**config.mk**
```make
export PLATFORM = sky130hd
export DESIGN_NAME = seq_divider
export DESIGN_NICKNAME = d
export VERILOG_FILES = /design/src/rtl/arith_pkg.sv /design/src/rtl/div_step.sv /design/src/rtl/seq_divider.sv
export SDC_FILE = /design/constraint.sdc
export NUM_CORES = 1
export LEC_CHECK = 0
export CAP_MARGIN = 10
export CORE_ASPECT_RATIO = 0.8
export CORE_MARGIN = 4
export CORE_UTILIZATION = 30
export CTS_BUF_LIST = sky130_fd_sc_hd__clkbuf_2
export CTS_CLUSTER_DIAMETER = 200
export DETAILED_ROUTE_END_ITERATION = 8
export PLACE_DENSITY_LB_ADDON = 0.2
export SLEW_MARGIN = 20
export SYNTH_ARGS = -nofsm -noshare
export SYNTH_HDL_FRONTEND = slang
export SYNTH_SLANG_ARGS = --single-unit
```
**constraint.sdc**
```tcl
create_clock -name clk -period 5.3 [get_ports clk]
set_clock_uncertainty 0.2 [all_clocks]
set_input_delay 1.325 -clock clk [delete_from_list [all_inputs] [get_ports clk]]
set_output_delay 1.325 -clock clk [all_outputs]
set_load 0.02 [all_outputs]
```
**src/rtl/arith_pkg.sv**
```systemverilog
// Shared arithmetic-library definitions: divider FSM states, counter sizing
// and a sign-magnitude helper usable by any operand width up to 32 bits.
package arith_pkg;

    typedef enum logic [1:0] {
        IDLE = 2'd0,
        CALC = 2'd1,
        FIX  = 2'd2,
        DONE = 2'd3
    } div_state_t;

    // Widest operand the helpers below are written for.
    localparam int ARITH_MAX_W = 32;

    // Iteration counter width for an n-bit divider ($clog2(n)+1).
    function automatic int div_cnt_w(input int n);
        return $clog2(n) + 1;
    endfunction

    // Magnitude of a sign-extended operand, one bit wider than the input so
    // the most negative value is representable. Callers truncate to N+1 bits.
    function automatic logic [ARITH_MAX_W:0] abs_ext(input logic [ARITH_MAX_W-1:0] x);
        logic [ARITH_MAX_W:0] xs;
        xs = {x[ARITH_MAX_W-1], x};
        return x[ARITH_MAX_W-1] ? ((ARITH_MAX_W+1)'(0) - xs) : xs;
    endfunction

endpackage

```
**src/rtl/div_step.sv**
```systemverilog
// One restoring-division step: shift in the next dividend bit, trial-subtract
// the divisor magnitude and keep the difference only when it is non-negative.
module div_step #(
    parameter int N = 10
) (
    input  logic [N:0] rem_i,
    input  logic       bit_i,
    input  logic [N:0] dmag_i,
    output logic [N:0] rem_o,
    output logic       qbit_o
);

    logic [N:0]   shifted;
    logic [N+1:0] trial;

    // The partial remainder always stays below |divisor| <= 2^(N-1), so the
    // bit shifted out of the top is guaranteed zero and can be dropped.
    always_comb begin
        shifted = (N+1)'({rem_i, bit_i});
        trial   = {1'b0, shifted} - {1'b0, dmag_i};
        qbit_o  = ~trial[N+1];
        rem_o   = qbit_o ? trial[N:0] : shifted;
    end

endmodule

```
**src/rtl/seq_divider.sv**
```systemverilog
// Iterative signed divider: restoring radix-2 on magnitudes, one quotient bit
// per cycle, then a single sign-correction cycle. Valid/ready on both sides.
module seq_divider
    import arith_pkg::*;
#(
    parameter int N = 10
) (
    input  logic         clk,
    input  logic         rst,
    input  logic         in_valid,
    output logic         in_ready,
    input  logic [N-1:0] dividend,
    input  logic [N-1:0] divisor,
    output logic         out_valid,
    input  logic         out_ready,
    output logic [N-1:0] quotient,
    output logic [N-1:0] remainder,
    output logic         div_by_zero,
    output logic         overflow
);

    localparam int           CW      = div_cnt_w(N);
    localparam logic [N-1:0] MIN_VAL = {1'b1, {(N-1){1'b0}}};

    div_state_t  state_q, state_d;
    logic [CW-1:0] cnt_q, cnt_d;
    logic [N:0]    rem_q, rem_d;
    logic [N-1:0]  quo_q, quo_d;
    logic [N:0]    dmag_q, dmag_d;
    logic          neg_rem_q, neg_rem_d;
    logic          neg_quo_q, neg_quo_d;
    logic          ovf_pend_q, ovf_pend_d;
    logic [N-1:0]  quotient_q, quotient_d;
    logic [N-1:0]  remainder_q, remainder_d;
    logic          dbz_q, dbz_d;
    logic          ovf_q, ovf_d;

    logic [N-1:0]  dvd_mag;
    logic [N:0]    dvs_mag;
    logic [N:0]    step_rem;
    logic          step_qbit;
    logic          accept;
    logic          handoff;

    // |dividend| <= 2^(N-1) always fits in N unsigned bits.
    assign dvd_mag = N'(abs_ext(32'(signed'(dividend))));
    assign dvs_mag = (N+1)'(abs_ext(32'(signed'(divisor))));

    assign in_ready    = (state_q == IDLE);
    assign out_valid   = (state_q == DONE);
    assign accept      = in_valid && in_ready;
    assign handoff     = out_valid && out_ready;
    assign quotient    = quotient_q;
    assign remainder   = remainder_q;
    assign div_by_zero = dbz_q;
    assign overflow    = ovf_q;

    div_step #(.N(N)) u_step (
        .rem_i  (rem_q),
        .bit_i  (quo_q[N-1]),
        .dmag_i (dmag_q),
        .rem_o  (step_rem),
        .qbit_o (step_qbit)
    );

    // Next-state logic: accept, iterate, sign-correct, hold until consumed.
    always_comb begin
        state_d     = state_q;
        cnt_d       = cnt_q;
        rem_d       = rem_q;
        quo_d       = quo_q;
        dmag_d      = dmag_q;
        neg_rem_d   = neg_rem_q;
        neg_quo_d   = neg_quo_q;
        ovf_pend_d  = ovf_pend_q;
        quotient_d  = quotient_q;
        remainder_d = remainder_q;
        dbz_d       = dbz_q;
        ovf_d       = ovf_q;
        unique case (state_q)
            IDLE: begin
                if (accept) begin
                    // quo_q doubles as the dividend shift register: its MSB
                    // feeds the step while quotient bits enter at the LSB.
                    quo_d      = dvd_mag;
                    dmag_d     = dvs_mag;
                    rem_d      = '0;
                    cnt_d      = '0;
                    neg_rem_d  = dividend[N-1];
                    neg_quo_d  = dividend[N-1] ^ divisor[N-1];
                    ovf_pend_d = (dividend == MIN_VAL) && (divisor == '1);
                    if (divisor == '0) begin
                        quotient_d  = '1;
                        remainder_d = dividend;
                        dbz_d       = 1'b1;
                        ovf_d       = 1'b0;
                        state_d     = DONE;
                    end else begin
                        state_d = CALC;
                    end
                end
            end
            CALC: begin
                rem_d = step_rem;
                quo_d = {quo_q[N-2:0], step_qbit};
                cnt_d = cnt_q + CW'(1);
                if (cnt_q == CW'(N-1)) begin
                    state_d = FIX;
                end
            end
            FIX: begin
                // MIN/-1 yields magnitude 2^(N-1) with no negation, which
                // already reads back as MIN in N bits: the wrap is natural.
                quotient_d  = neg_quo_q ? (N'(0) - quo_q) : quo_q;
                remainder_d = neg_rem_q ? (N'(0) - N'(rem_q)) : N'(rem_q);
                ovf_d       = ovf_pend_q;
                dbz_d       = 1'b0;
                state_d     = DONE;
            end
            DONE: begin
                if (handoff) begin
                    dbz_d   = 1'b0;
                    ovf_d   = 1'b0;
                    state_d = IDLE;
                end
            end
            default: state_d = IDLE;
        endcase
    end

    // State and datapath registers; reset aborts any operation in flight.
    always_ff @(posedge clk or posedge rst) begin
        if (rst) begin
            state_q     <= IDLE;
            cnt_q       <= '0;
            rem_q       <= '0;
            quo_q       <= '0;
            dmag_q      <= '0;
            neg_rem_q   <= 1'b0;
            neg_quo_q   <= 1'b0;
            ovf_pend_q  <= 1'b0;
            quotient_q  <= '0;
            remainder_q <= '0;
            dbz_q       <= 1'b0;
            ovf_q       <= 1'b0;
        end else begin
            state_q     <= state_d;
            cnt_q       <= cnt_d;
            rem_q       <= rem_d;
            quo_q       <= quo_d;
            dmag_q      <= dmag_d;
            neg_rem_q   <= neg_rem_d;
            neg_quo_q   <= neg_quo_d;
            ovf_pend_q  <= ovf_pend_d;
            quotient_q  <= quotient_d;
            remainder_q <= remainder_d;
            dbz_q       <= dbz_d;
            ovf_q       <= ovf_d;
        end
    end

endmodule

```
Word-level counts from Yosys, hierarchy flattened

Index checks and enable logic that the tools add are counted.

Add/sub/neg operators: 6
Equal/unequal tests: 10
Mux-type cells: 29
Bitwise logic cells: 2
Reduce and logical (&&, ||, !) cells: 13

Operators by type and width:

| cell                                                | count |
|---|---|
| two-way mux 10 bit                                  | 10 |
| case mux 10 bit (2 select lines)                    | 4 |
| subtractor 1 x 10 -> 10 bit, first input constant   | 3 |
| equality test 10 bit, second input constant         | 2 |
| subtractor 11 x 11 -> 12 bit                        | 1 |
| two-way mux 11 bit                                  | 1 |
| subtractor 1 x 10 -> 11 bit, first input constant   | 1 |
| logical NOT 10 bit                                  | 1 |
| case mux 5 bit (2 select lines)                     | 1 |
| two-way mux 2 bit                                   | 4 |
| case mux 2 bit (4 select lines)                     | 1 |
| != test 2 x 1 -> 1 bit, second input constant       | 3 |
| case mux 1 bit (3 select lines)                     | 2 |
| AND reduction 3 bit                                 | 2 |
| adder 5 x 1 -> 5 bit, second input constant         | 1 |
| equality test 5 x 4 -> 1 bit, second input constant | 1 |
| two-way mux 1 bit                                   | 5 |
| two-way mux 5 bit                                   | 1 |
| equality test 2 bit, second input constant          | 2 |
| AND reduction 2 bit                                 | 2 |
| AND reduction 4 bit                                 | 1 |
| nonzero test 2 bit                                  | 2 |
| logical AND 1 bit                                   | 3 |
| nonzero test 3 bit                                  | 1 |
| other kinds (5)                                     | 5 |

Register bits: 63
Input port bits: 24
Output and inout bits: 24
Logic and storage cells: 72

Longest topological paths before layout

Depth in word-level cells: 4
Depth in mapped cells: 9
Depth with buffers taken out: 9

Modules after synthesis

From an unflattened synthesis, not the netlist that was laid out.

Cells, all modules: 464
Area total of the unflattened synthesis: 4,246.6 um2

Modules (own cells, without submodules):

| module      | times used | cells each | area each (um2) | seq. area each (um2) |
|---|---|---|---|---|
| seq_divider | 1          | 371        | 3,484.6         | 1,601.5 |
| div_step    | 1          | 93         | 762.0           | 0.0 |

Least setup slack after synthesis

Ideal clock, no wire load.

Kind: in2reg
From: input divisor[0]
To: register remainder_q[0], in the netlist remainder[0]
Setup time: 0.119 ns
Arrival time: 2.878 ns
Data required time: 4.981 ns
Slack: 2.103 ns
Cell stages on the path: 8
Cell sequence: inv_1 -> ha_1 -> or4b_1 -> or3_4 -> o22a_2 -> buf_6 -> nand2_1 -> o21ai_2

Cells in the longest elaborated chain, start to end: 3

RTL lines:

| what                                    | RTL line           | source |
|---|---|---|
| from (decl)                             | seq_divider.sv:13  | `input logic [N-1:0] divisor,` |
| logical NOT 10 bit                      | seq_divider.sv:92  | `if (divisor == '0) begin` |
| != test 2 x 1 -> 1 bit (no source line) | -                  |  |
| AND reduction 3 bit (no source line)    | -                  |  |
| to (signal assigned)                    | seq_divider.sv:156 | `remainder_q <= remainder_d;` |
| to (decl)                               | seq_divider.sv:34  | `logic [N-1:0] remainder_q, remainder_d;` |

No other way between the ends.
A chain may end at the register's enable or synchronous reset.

Worst setup path after layout

From: register state_q[0]
To: output in_ready

Cells in the longest elaborated chain, start to end: 1

RTL lines:

| what                   | RTL line           | source |
|---|---|---|
| from (decl)            | seq_divider.sv:25  | `div_state_t state_q, state_d;` |
| from (signal assigned) | seq_divider.sv:147 | `state_q <= state_d;` |
| logical NOT 2 bit      | seq_divider.sv:49  | `assign in_ready = (state_q == IDLE);` |
| to (decl)              | seq_divider.sv:11  | `output logic in_ready,` |

No other way between the ends.

==> flow_summary.ini <==
[route]
post_drt_wl_per_cell_um = 15.33
sum_of_met2_wire_segment_lengths_after_detailed_routing_um = 4167
wirelength_um = 10580
drc = 0
drt-initial-drc-count = 249
detailroute.via_count = 3555
drtPass1Iterations = 5
met3RoutedLength_um = 608
vias_per_cell = 5.152
detail_route.wirelength.met1_um = 5713
route.top_layer_used = met4
route.antenna.remaining_nets = 0

[grt]
grt-ovfl-total = 0
first_global_vias = 3390
gr-usage-all-layers = 0.1377
grt_antenna_before_repair = 0
grt_pass1_wl_um = 17680
maximum_number_of_pins_on_one_net_before_global_route_repair = 51

[timing]
layout_setup_ws_ns = 1.599
final_max_slew_viol_count = 0
rsz0062_at_grt = no
slew-limit-headroom = 0.3722
finalHoldViolCount = 0
worst-slew-pin-transition_ns = 0.9361
fin_crit_ns = 3.701
fmax_mhz = 270.2
whs_ns = 0.2979
layout_worst_path_cycle_share = 0.6983
finalSetupViolCount = 0
setup_total_neg_slack_ns = 0

[floorplan]
die-height_um = 112.8
die_area_um2 = 15670
die_x_um = 139.0
num_io_pins = 48
design.core.area_um2 = 13150
initial_core_util = 0.3131
core.rowCount = 37

[yosys]
synth-async-reset-ratio = 1.000
number_of_enable_type_register_cells_in_the_synthesized_netlist = 0
netlist_area_um2 = 4116
synthMostInstantiatedCell = sky130_fd_sc_hd__dfrtp_1
synth_area_per_cell_um2 = 8.758
count_of_warnings_emitted_by_yosys = 0
netlist.top_cell.by_area = sky130_fd_sc_hd__dfrtp_1
synth-seq-area-share = 0.3830
mappedNetlistNets = 517
synth_ff_type = sky130_fd_sc_hd__dfrtp_1
synthesis.instances = 470
number_of_library_cell_types_mapped_by_synthesis = 53
synth_common_cells = sky130_fd_sc_hd__dfrtp_1, sky130_fd_sc_hd__nand2_1, sky130_fd_sc_hd__o21ai_0
fraction_of_synthesized_cell_area_taken_by_the_top_area_cell_type = 0.3830
biggest_area_contributors_in_the_synthesized_netlist = sky130_fd_sc_hd__dfrtp_1, sky130_fd_sc_hd__ha_1, sky130_fd_sc_hd__nand2_1
synth_seq_cells = 63

[worst_setup_path]
critPathMaxFanout = 12
endpoint_kind = output port
cp_data_arrival_time_ns = 2.18
timing_worst_setup_path_type = register to output port
required_ns = 3.77
setup.worst_path.start_class = register

[pwr]
net-switching-power_uw = 1368
power.share.sequential = 0.311
combPwrFrac = 0.609
p_leak_uw = 0.002037
cell_internal_pwr_uw = 1460
swShare = 0.4838
irDropWorstVdd_mv = 0.2121
pwr_density_cell_nw_per_um2 = 586.7
pwr-share-clk = 0.080

[hold_path]
hp-class = register to register

[place]
preCtsSetupSlack_ns = 1.070
place.gp.congestion = 0.8372
placed_area_um2 = 4746
place.detailed.hpwl_um = 8113
port_buffers = 47

[clock_tree]
root_buffer = sky130_fd_sc_hd__clkbuf_2
clockBufferDepth = 2
cts_max_level = 3
number_of_clock_buffers_inserted_by_tritoncts = 9
worst_skew_pair.late_latency_ns = 0.50
path_clk_slew_ns = 0.16
cts.sinks = 63
cts_hold_buffers = 0
post-cts-setup-buffers = 0
cts_tree = done
post_cts_resized = 0

[cells_and_area]
antenna-diode-count = 0
drive_above_1_share = 0.04854
layout.nets = 558
syn_to_final_growth_pct = 17.11
stdcell_area_um2 = 4821

[job]
drv_cap = 0

[outcome]
status = finished, final reports clean
-- placed cells by master (no fill, tap or decap), types with 4 or more instances in the layout --
cell / instances
sky130_fd_sc_hd__a31oi_1: 8
sky130_fd_sc_hd__mux2i_1: 15
sky130_fd_sc_hd__ha_1: 22
sky130_fd_sc_hd__nor2_1: 30
sky130_fd_sc_hd__a211oi_1: 4
sky130_fd_sc_hd__xnor2_1: 20
sky130_fd_sc_hd__or3_1: 5
sky130_fd_sc_hd__a21oi_1: 17
sky130_fd_sc_hd__nand2_1: 57
sky130_fd_sc_hd__o21ai_0: 39
sky130_fd_sc_hd__o31ai_1: 10
sky130_fd_sc_hd__clkinv_1: 4
sky130_fd_sc_hd__dfrtp_1: 63
sky130_fd_sc_hd__o211ai_1: 8
sky130_fd_sc_hd__o21ai_1: 9
sky130_fd_sc_hd__nand3_1: 7
sky130_fd_sc_hd__clkdlybuf4s50_1: 47
sky130_fd_sc_hd__clkbuf_2: 9
sky130_fd_sc_hd__nand4_1: 12
sky130_fd_sc_hd__nand2b_1: 10
sky130_fd_sc_hd__buf_4: 5
sky130_fd_sc_hd__inv_1: 30
sky130_fd_sc_hd__nor3_1: 10
sky130_fd_sc_hd__a21o_1: 9
sky130_fd_sc_hd__o41ai_1: 4
sky130_fd_sc_hd__xor2_1: 16
-- critical path, stage by stage, from the launching register on --
cell and delay, ns:
sky130_fd_sc_hd__dfrtp_1 0.43, sky130_fd_sc_hd__inv_1 0.11, sky130_fd_sc_hd__ha_1 0.46, sky130_fd_sc_hd__clkdlybuf4s50_1 0.70
-- metal layers --
layer,vias to the layer above,track usage
li1,1761,-
met1,1685,0.2132
met2,99,0.1928
met3,10,0.03464
met4,0,0.02738
met5,-,0
-- sequential cells by signal (all words and copies together) (netlist names) --
signal / flops
dmag_q: 11
neg_rem_q: 1
rem_q: 10
cnt_q: 5
ovf_pend_q: 1
quo_q: 10
div_by_zero: 1
overflow: 1
neg_quo_q: 1
remainder: 10
state_q: 2
quotient: 10
-- cell families (layout without fill, tap and decap cells) --
logic type	Yosys count	after routing	share of synthesized area
simple gates	146	146	0.1699
compound gates	133	133	0.2094
flops	63	63	0.3830
buf+inv	54	99	0.05288
xor+xnor	36	36	0.07660
fa+ha+maj	23	23	0.07173
mux	15	15	0.03647
-- per-stage QoR --
| step | instances | power, uW | utilization |
|---|---|---|---|
| global route | 690 | 3106 | 0.3667 |
| CTS | 690 | 2854 | 0.3666 |
| global placement | 675 | 2588 | 0.3610 |
| detailed placement | 675 | 2615 | 0.3610 |
| floorplan | 470 | 2117 | - |
| finish | 690 | 2828 | 0.3667 |
-- power by group through the flow --
stage	logic [uW]	clock network (uW)	registers, uW
5_1_grt	1940	260	909
3_5_place_dp	1720	0	891
2_1_floorplan	1220	0	899
6_report	1720	226	880
3_3_place_gp	1700	0	885
4_1_cts	1730	243	879
-- worst paths after layout --
kind,start,end,slack (ns),cells after the start
max,state_q[0]$_DFFE_PP0P_,in_ready,1.60,3
min,dmag_q[3]$_DFFE_PP0P_,dmag_q[3]$_DFFE_PP0P_,0.30,2
max reg2reg,rem_q[2]$_DFFE_PP0P_,rem_q[1]$_DFFE_PP0P_,2.30,6
min reg2reg,dmag_q[3]$_DFFE_PP0P_,dmag_q[3]$_DFFE_PP0P_,0.30,2
max in group asynchronous,rst,remainder[8]$_DFFE_PP0P_,3.13,3
min in group asynchronous,rst,quotient[5]$_DFFE_PP0P_,1.07,2
-- area by class of cell --
cell class                 count  area [um2]
fill                        1390        8327
multi-input combinational    353        2322
sequential                    63        1577
timing repair buffer          52       508.0
tap                          175       219.0
inverter                      32       121.4
clock buffer                   9       45.04
clock inverter                 6       28.78
Note: power is estimated with default switching activity, not from simulation.
==> RTL change 1: new RTL, same flow settings <==
`N` is set to 10 in 2 places; all go to 5.
--- a/src/rtl/div_step.sv
+++ b/src/rtl/div_step.sv
@@ -1,7 +1,7 @@
 // One restoring-division step: shift in the next dividend bit, trial-subtract
 // the divisor magnitude and keep the difference only when it is non-negative.
 module div_step #(
-    parameter int N = 10
+    parameter int N = 5
 ) (
     input  logic [N:0] rem_i,
     input  logic       bit_i,
--- a/src/rtl/seq_divider.sv
+++ b/src/rtl/seq_divider.sv
@@ -3,7 +3,7 @@
 module seq_divider
     import arith_pkg::*;
 #(
-    parameter int N = 10
+    parameter int N = 5
 ) (
     input  logic         clk,
     input  logic         rst,
Interface: changed (resized dividend, divisor, quotient and remainder); port bits go from 48 to 28. The function was not compared with the original's and may differ.
==> RTL change 1 against the original RTL <==
- count of clock-buffer cells in the layout decreased by 3
- wire length decreased by 49%
- critical path depth unchanged
- worst setup slack improved by 0.017 ns
- via count decreased by 49%
- clock power decreased by 42%
- sequential share of layout area increased by 1.3 points
- cell count decreased by 45%
- final area decreased by 43%
- largest cell class unchanged
- maximum frequency increased by 0.46%
- sequential cell count decreased by 26
- power decreased by 48%
- synthesized area decreased by 43%
==> RTL change 1: results (changes against the original RTL) <==
.. list-table::
   :header-rows: 1

   * - Metric
     - Value
   * - Result of the run
     - complete, no violations (unchanged)
   * - Final estimated routing congestion in global placement
     - 0.807 (was 0.837)
   * - R2R depth
     - 5 (was 6)
   * - Layout cell share with drive strength beyond 1
     - 8.09% (was 4.85%)
   * - Ranking of synthesized cells by instance count
     - sky130_fd_sc_hd__dfrtp_1, sky130_fd_sc_hd__inv_1, sky130_fd_sc_hd__nor2_1 (was sky130_fd_sc_hd__dfrtp_1, sky130_fd_sc_hd__nand2_1, sky130_fd_sc_hd__o21ai_0)
   * - Slowest library cell on the worst path
     - sky130_fd_sc_hd__clkdlybuf4s50_1 (unchanged)
   * - Clock latency at the later pin of the worst-skew pair
     - 0.39 ns (was 0.50 ns)
   * - Count of distinct cell types in the synthesized netlist
     - 49 (was 53)
   * - Arrival @ worst endpoint
     - 2.16 ns (was 2.18 ns)
   * - Pin slew with the least headroom to its limit
     - 0.727 ns (was 0.936 ns)
   * - Cell types occupying the most area after synthesis
     - sky130_fd_sc_hd__dfrtp_1, sky130_fd_sc_hd__ha_1, sky130_fd_sc_hd__inv_1 (was sky130_fd_sc_hd__dfrtp_1, sky130_fd_sc_hd__ha_1, sky130_fd_sc_hd__nand2_1)
   * - Level count of the clock H-tree
     - 2 (was 3)
   * - Number of vias per cell after detailed routing
     - 4.80 (was 5.15)
   * - Maximum fanout along the worst path
     - 10 (was 12)
   * - R2R setup slack
     - 2.70 ns (was 2.30 ns)
   * - Wire length on met3
     - 207 µm (was 608 µm)
   * - Static leakage
     - 1.16 nW (was 2.04 nW)
   * - Global-route wire length before repair
     - 9200 µm (was 17700 µm)
   * - Number of buffers inserted during clock tree synthesis
     - 5 (was 9)
   * - Pin count of the biggest net entering global routing
     - 28 (was 51)
   * - Total nets after synthesis
     - 281 (was 517)
   * - Net total in the final layout
     - 305 (was 558)
   * - Portion of the post-synthesis area used by sequential elements
     - 39.7% (was 38.3%)
   * - Worst voltage drop across the vdd grid
     - 0.148 mV (was 0.212 mV)
   * - Global-route usage over all layers
     - 12.7% (was 13.8%)
   * - Wire length on met2
     - 2300 µm (was 4170 µm)
   * - Vias in the first global route
     - 1812 (was 3390)
   * - First-pass iteration count of the detailed router
     - 4 (was 5)
   * - Largest register FFs
     - 6 (was 11)
   * - Count of warnings emitted by yosys
     - 0 (unchanged)
   * - Average detailed-routed wire length per instance
     - 14.3 µm (was 15.3 µm)
   * - Wl on met1
     - 2850 µm (was 5710 µm)
   * - Filler Cells Inserted
     - 796 (was 1390)
   * - Detailed-placement wirelength estimate
     - 4140 µm (was 8110 µm)
   * - Number of port buffers
     - 27 (was 47)
   * - Iter 0 DRT Violations
     - 85 (was 249)
   * - Clk slew on worst S/H paths
     - 0.20 ns (was 0.16 ns)
   * - Worst r2r dst
     - remainder[3] (was rem_q[1])
[RTL change 1: cell type report]
type	count	area (µm²)	share of cell area [%]
timing repair buffer	28	278	10.2
inverter	26	97.6	3.58
multi-input combinational	173	1250	46.0
clock buffer	6	30.0	1.10
tap	105	131	4.82
sequential	37	926	34.0
clock inverter	2	10.0	0.367
[RTL change 1: critical path: cells and delay by family (launching register included)]
| kind | cells | cell delay [ns] |
|---|---|---|
| fa+ha+maj | 1 | 0.47 |
| flops | 1 | 0.46 |
| buf+inv | 2 | 0.84 |
[RTL change 1: power by group]
group / total, mW / switching [mW] / leakage, nW / internal [mW]
clock network: 0.131 / 0.0973 / 0.0327 / 0.0332
registers: 0.490 / 0.0994 / 0.446 / 0.391
logic: 0.847 / 0.473 / 0.682 / 0.374
[RTL change 1: worst min path at each step]
stage,to,from,slack [ns]
6_report,dmag_q[3],dmag_q[3],0.30
5_1_grt,dmag_q[4],dmag_q[4],0.34
4_1_cts,dmag_q[3],dmag_q[3],0.31
3_5_place_dp,dmag_q[3],dmag_q[3],0.27
3_3_place_gp,ovf_pend_q,ovf_pend_q,0.27
2_1_floorplan,ovf_pend_q,ovf_pend_q,0.25
[RTL change 1: logic make-up after synthesis]
kind of cell               synth area share [%]
muxes                                      5.84
adders and majority gates                  11.0
xor gates and xnor gates                   4.13
AOI/OAI and AO/OA                          17.7
DFF                                        39.7
and+or+nand+nor                            14.9
buffers and inverters                      6.65
[RTL change 1: stage by stage]
stage               total power, mW  setup slack [ns]  cells  cell area (µm²)
global placement               1.34              1.61    369             2690
finish                         1.47              1.62    377             2730
detailed placement             1.35              1.58    369             2690
floorplan                      1.10              2.31    247             2330
CTS                            1.49              1.58    377             2730
global route                   1.62              1.45    377             2730
[RTL change 1: metal layers]
layer	global-route usage, %	vias to the layer above
met1	18.1	873
li1	-	909
met4	3.14	0
met2	19.3	27
met5	0	-
met3	3.11	2
==> RTL change 2: new RTL, same flow settings <==
Made on the original files. The 4 states of `div_state_t` get a one-hot encoding in 4 bits.
--- a/src/rtl/arith_pkg.sv
+++ b/src/rtl/arith_pkg.sv
@@ -2,11 +2,11 @@
 // and a sign-magnitude helper usable by any operand width up to 32 bits.
 package arith_pkg;
 
-    typedef enum logic [1:0] {
-        IDLE = 2'd0,
-        CALC = 2'd1,
-        FIX  = 2'd2,
-        DONE = 2'd3
+    typedef enum logic [3:0] {
+        IDLE = 4'b0001,
+        CALC = 4'b0010,
+        FIX  = 4'b0100,
+        DONE = 4'b1000
     } div_state_t;
 
     // Widest operand the helpers below are written for.
Function: no difference found for any inputs over 10 cycles, from zero or initial values and one cycle with rst high; not proved beyond that.
==> RTL change 2 against the original RTL <==
- global-route usage grew 0.23 points
- utilization is essentially flat
- sequential cell count grew 2
- worst setup slack lost 0.17 ns
- die area shrank 1.6%
- sequential power shrank 8.6%
- synthesized area shrank 1.7%
- wire length shrank 5.6%
- final area shrank 0.96%
- power shrank 18%
- combinational power shrank 30%
==> RTL change 2: results (changes against the original RTL) <==
.. list-table::
   :header-rows: 1

   * - Metric
     - Value
   * - Wire length on met3
     - 407 µm (was 608 µm)
   * - Clk slew on worst S/H paths
     - 0.19 ns (was 0.16 ns)
   * - Maximum fanout along the worst path
     - 8 (was 12)
   * - Arrival @ worst endpoint
     - 2.34 ns (was 2.18 ns)
   * - Slowest library cell on the worst path
     - sky130_fd_sc_hd__dfstp_2 (was sky130_fd_sc_hd__clkdlybuf4s50_1)
   * - Net total in the final layout
     - 524 (was 558)
   * - Post-placement worst setup slack
     - 1.34 ns (was 1.07 ns)
   * - Pin count of the biggest net entering global routing
     - 50 (was 51)
   * - Worst voltage drop across the vdd grid
     - 0.172 mV (was 0.212 mV)
   * - Vias in the first global route
     - 3227 (was 3390)
   * - Result of the run
     - complete, no violations (unchanged)
   * - Clock latency at the later pin of the worst-skew pair
     - 0.53 ns (was 0.50 ns)
   * - Wl on met1
     - 5170 µm (was 5710 µm)
   * - Count of placed standard cells including taps
     - 645 (was 675)
   * - Portion of the post-synthesis area used by sequential elements
     - 40.2% (was 38.3%)
   * - Initial antenna violation count
     - 1 (was 0)
   * - Cell types occupying the most area after synthesis
     - sky130_fd_sc_hd__dfrtp_1, sky130_fd_sc_hd__ha_1, sky130_fd_sc_hd__o21ai_0 (was sky130_fd_sc_hd__dfrtp_1, sky130_fd_sc_hd__ha_1, sky130_fd_sc_hd__nand2_1)
   * - Worst stage delay on the critical path
     - 0.61 ns (was 0.70 ns)
   * - Global-route usage over all layers
     - 14.0% (was 13.8%)
   * - Instance count of the mapped netlist
     - 440 (was 470)
   * - Final estimated routing congestion in global placement
     - 0.759 (was 0.837)
   * - First-pass iteration count of the detailed router
     - 4 (was 5)
   * - Instance area after placement
     - 0.00467 mm² (was 0.00475 mm²)
   * - Global-route wire length before repair
     - 17000 µm (was 17700 µm)
   * - R2R depth
     - 10 (was 6)
   * - Ranking of synthesized cells by instance count
     - sky130_fd_sc_hd__dfrtp_1, sky130_fd_sc_hd__nand2_1, sky130_fd_sc_hd__o21ai_0 (unchanged)
[RTL change 2: changes by cell type after synthesis, moves of 7 or more]
cell,change
sky130_fd_sc_hd__a21oi_2,+8
sky130_fd_sc_hd__a31oi_1,-8
sky130_fd_sc_hd__nand3_1,+8
sky130_fd_sc_hd__nand4_1,-8
sky130_fd_sc_hd__nor2_1,-7
sky130_fd_sc_hd__o21ai_1,-7
sky130_fd_sc_hd__o21ai_2,+9
[RTL change 2: cell type report]
type	count	area [µm²]
clock buffers	12	60.1
fillers	1353	8230
clock inverters	4	43.8
repair buffers	51	500
multi-input cells	328	2220
well taps	175	219
flip-flops and latches	65	1630
inverters	26	101
[RTL change 2: cells by family after synthesis]
logic type | count (synthesis) | share of synthesized area [%]
flops | 65 | 40.2
compound gates | 121 | 19.8
buf+inv | 47 | 5.13
mux | 14 | 3.53
fa+ha+maj | 19 | 6.06
xor+xnor | 38 | 8.23
simple gates | 136 | 17.0
[RTL change 2: final timing paths]
kind,from,to,slack [ns]
max,state_q[0],in_ready,1.43
min,remainder[0],remainder[0],0.31
max reg2reg,quo_q[9],rem_q[8],2.51
min reg2reg,remainder[0],remainder[0],0.31
max in group asynchronous,rst,dmag_q[6],3.10
min in group asynchronous,rst,quo_q[6],1.04
[RTL change 2: power by group]
part           switching [mW]  leakage, nW  internal [mW]
registers               0.164        0.855          0.641
logic                   0.677         1.10          0.538
clock network           0.188       0.0734          0.112
[RTL change 2: critical path, delay by kind of cell, from the launching register on]
family / cells / cell delay, ns
buf+inv: 2 / 0.72
flops: 1 / 0.61
simple gates: 2 / 0.47
[RTL change 2: per-layer routing]
layer / track usage [%] / vias up
met4: 3.62 / 0
met5: 0 / -
met2: 20.1 / 60
met1: 20.5 / 1545
li1: - / 1646
met3: 4.11 / 10
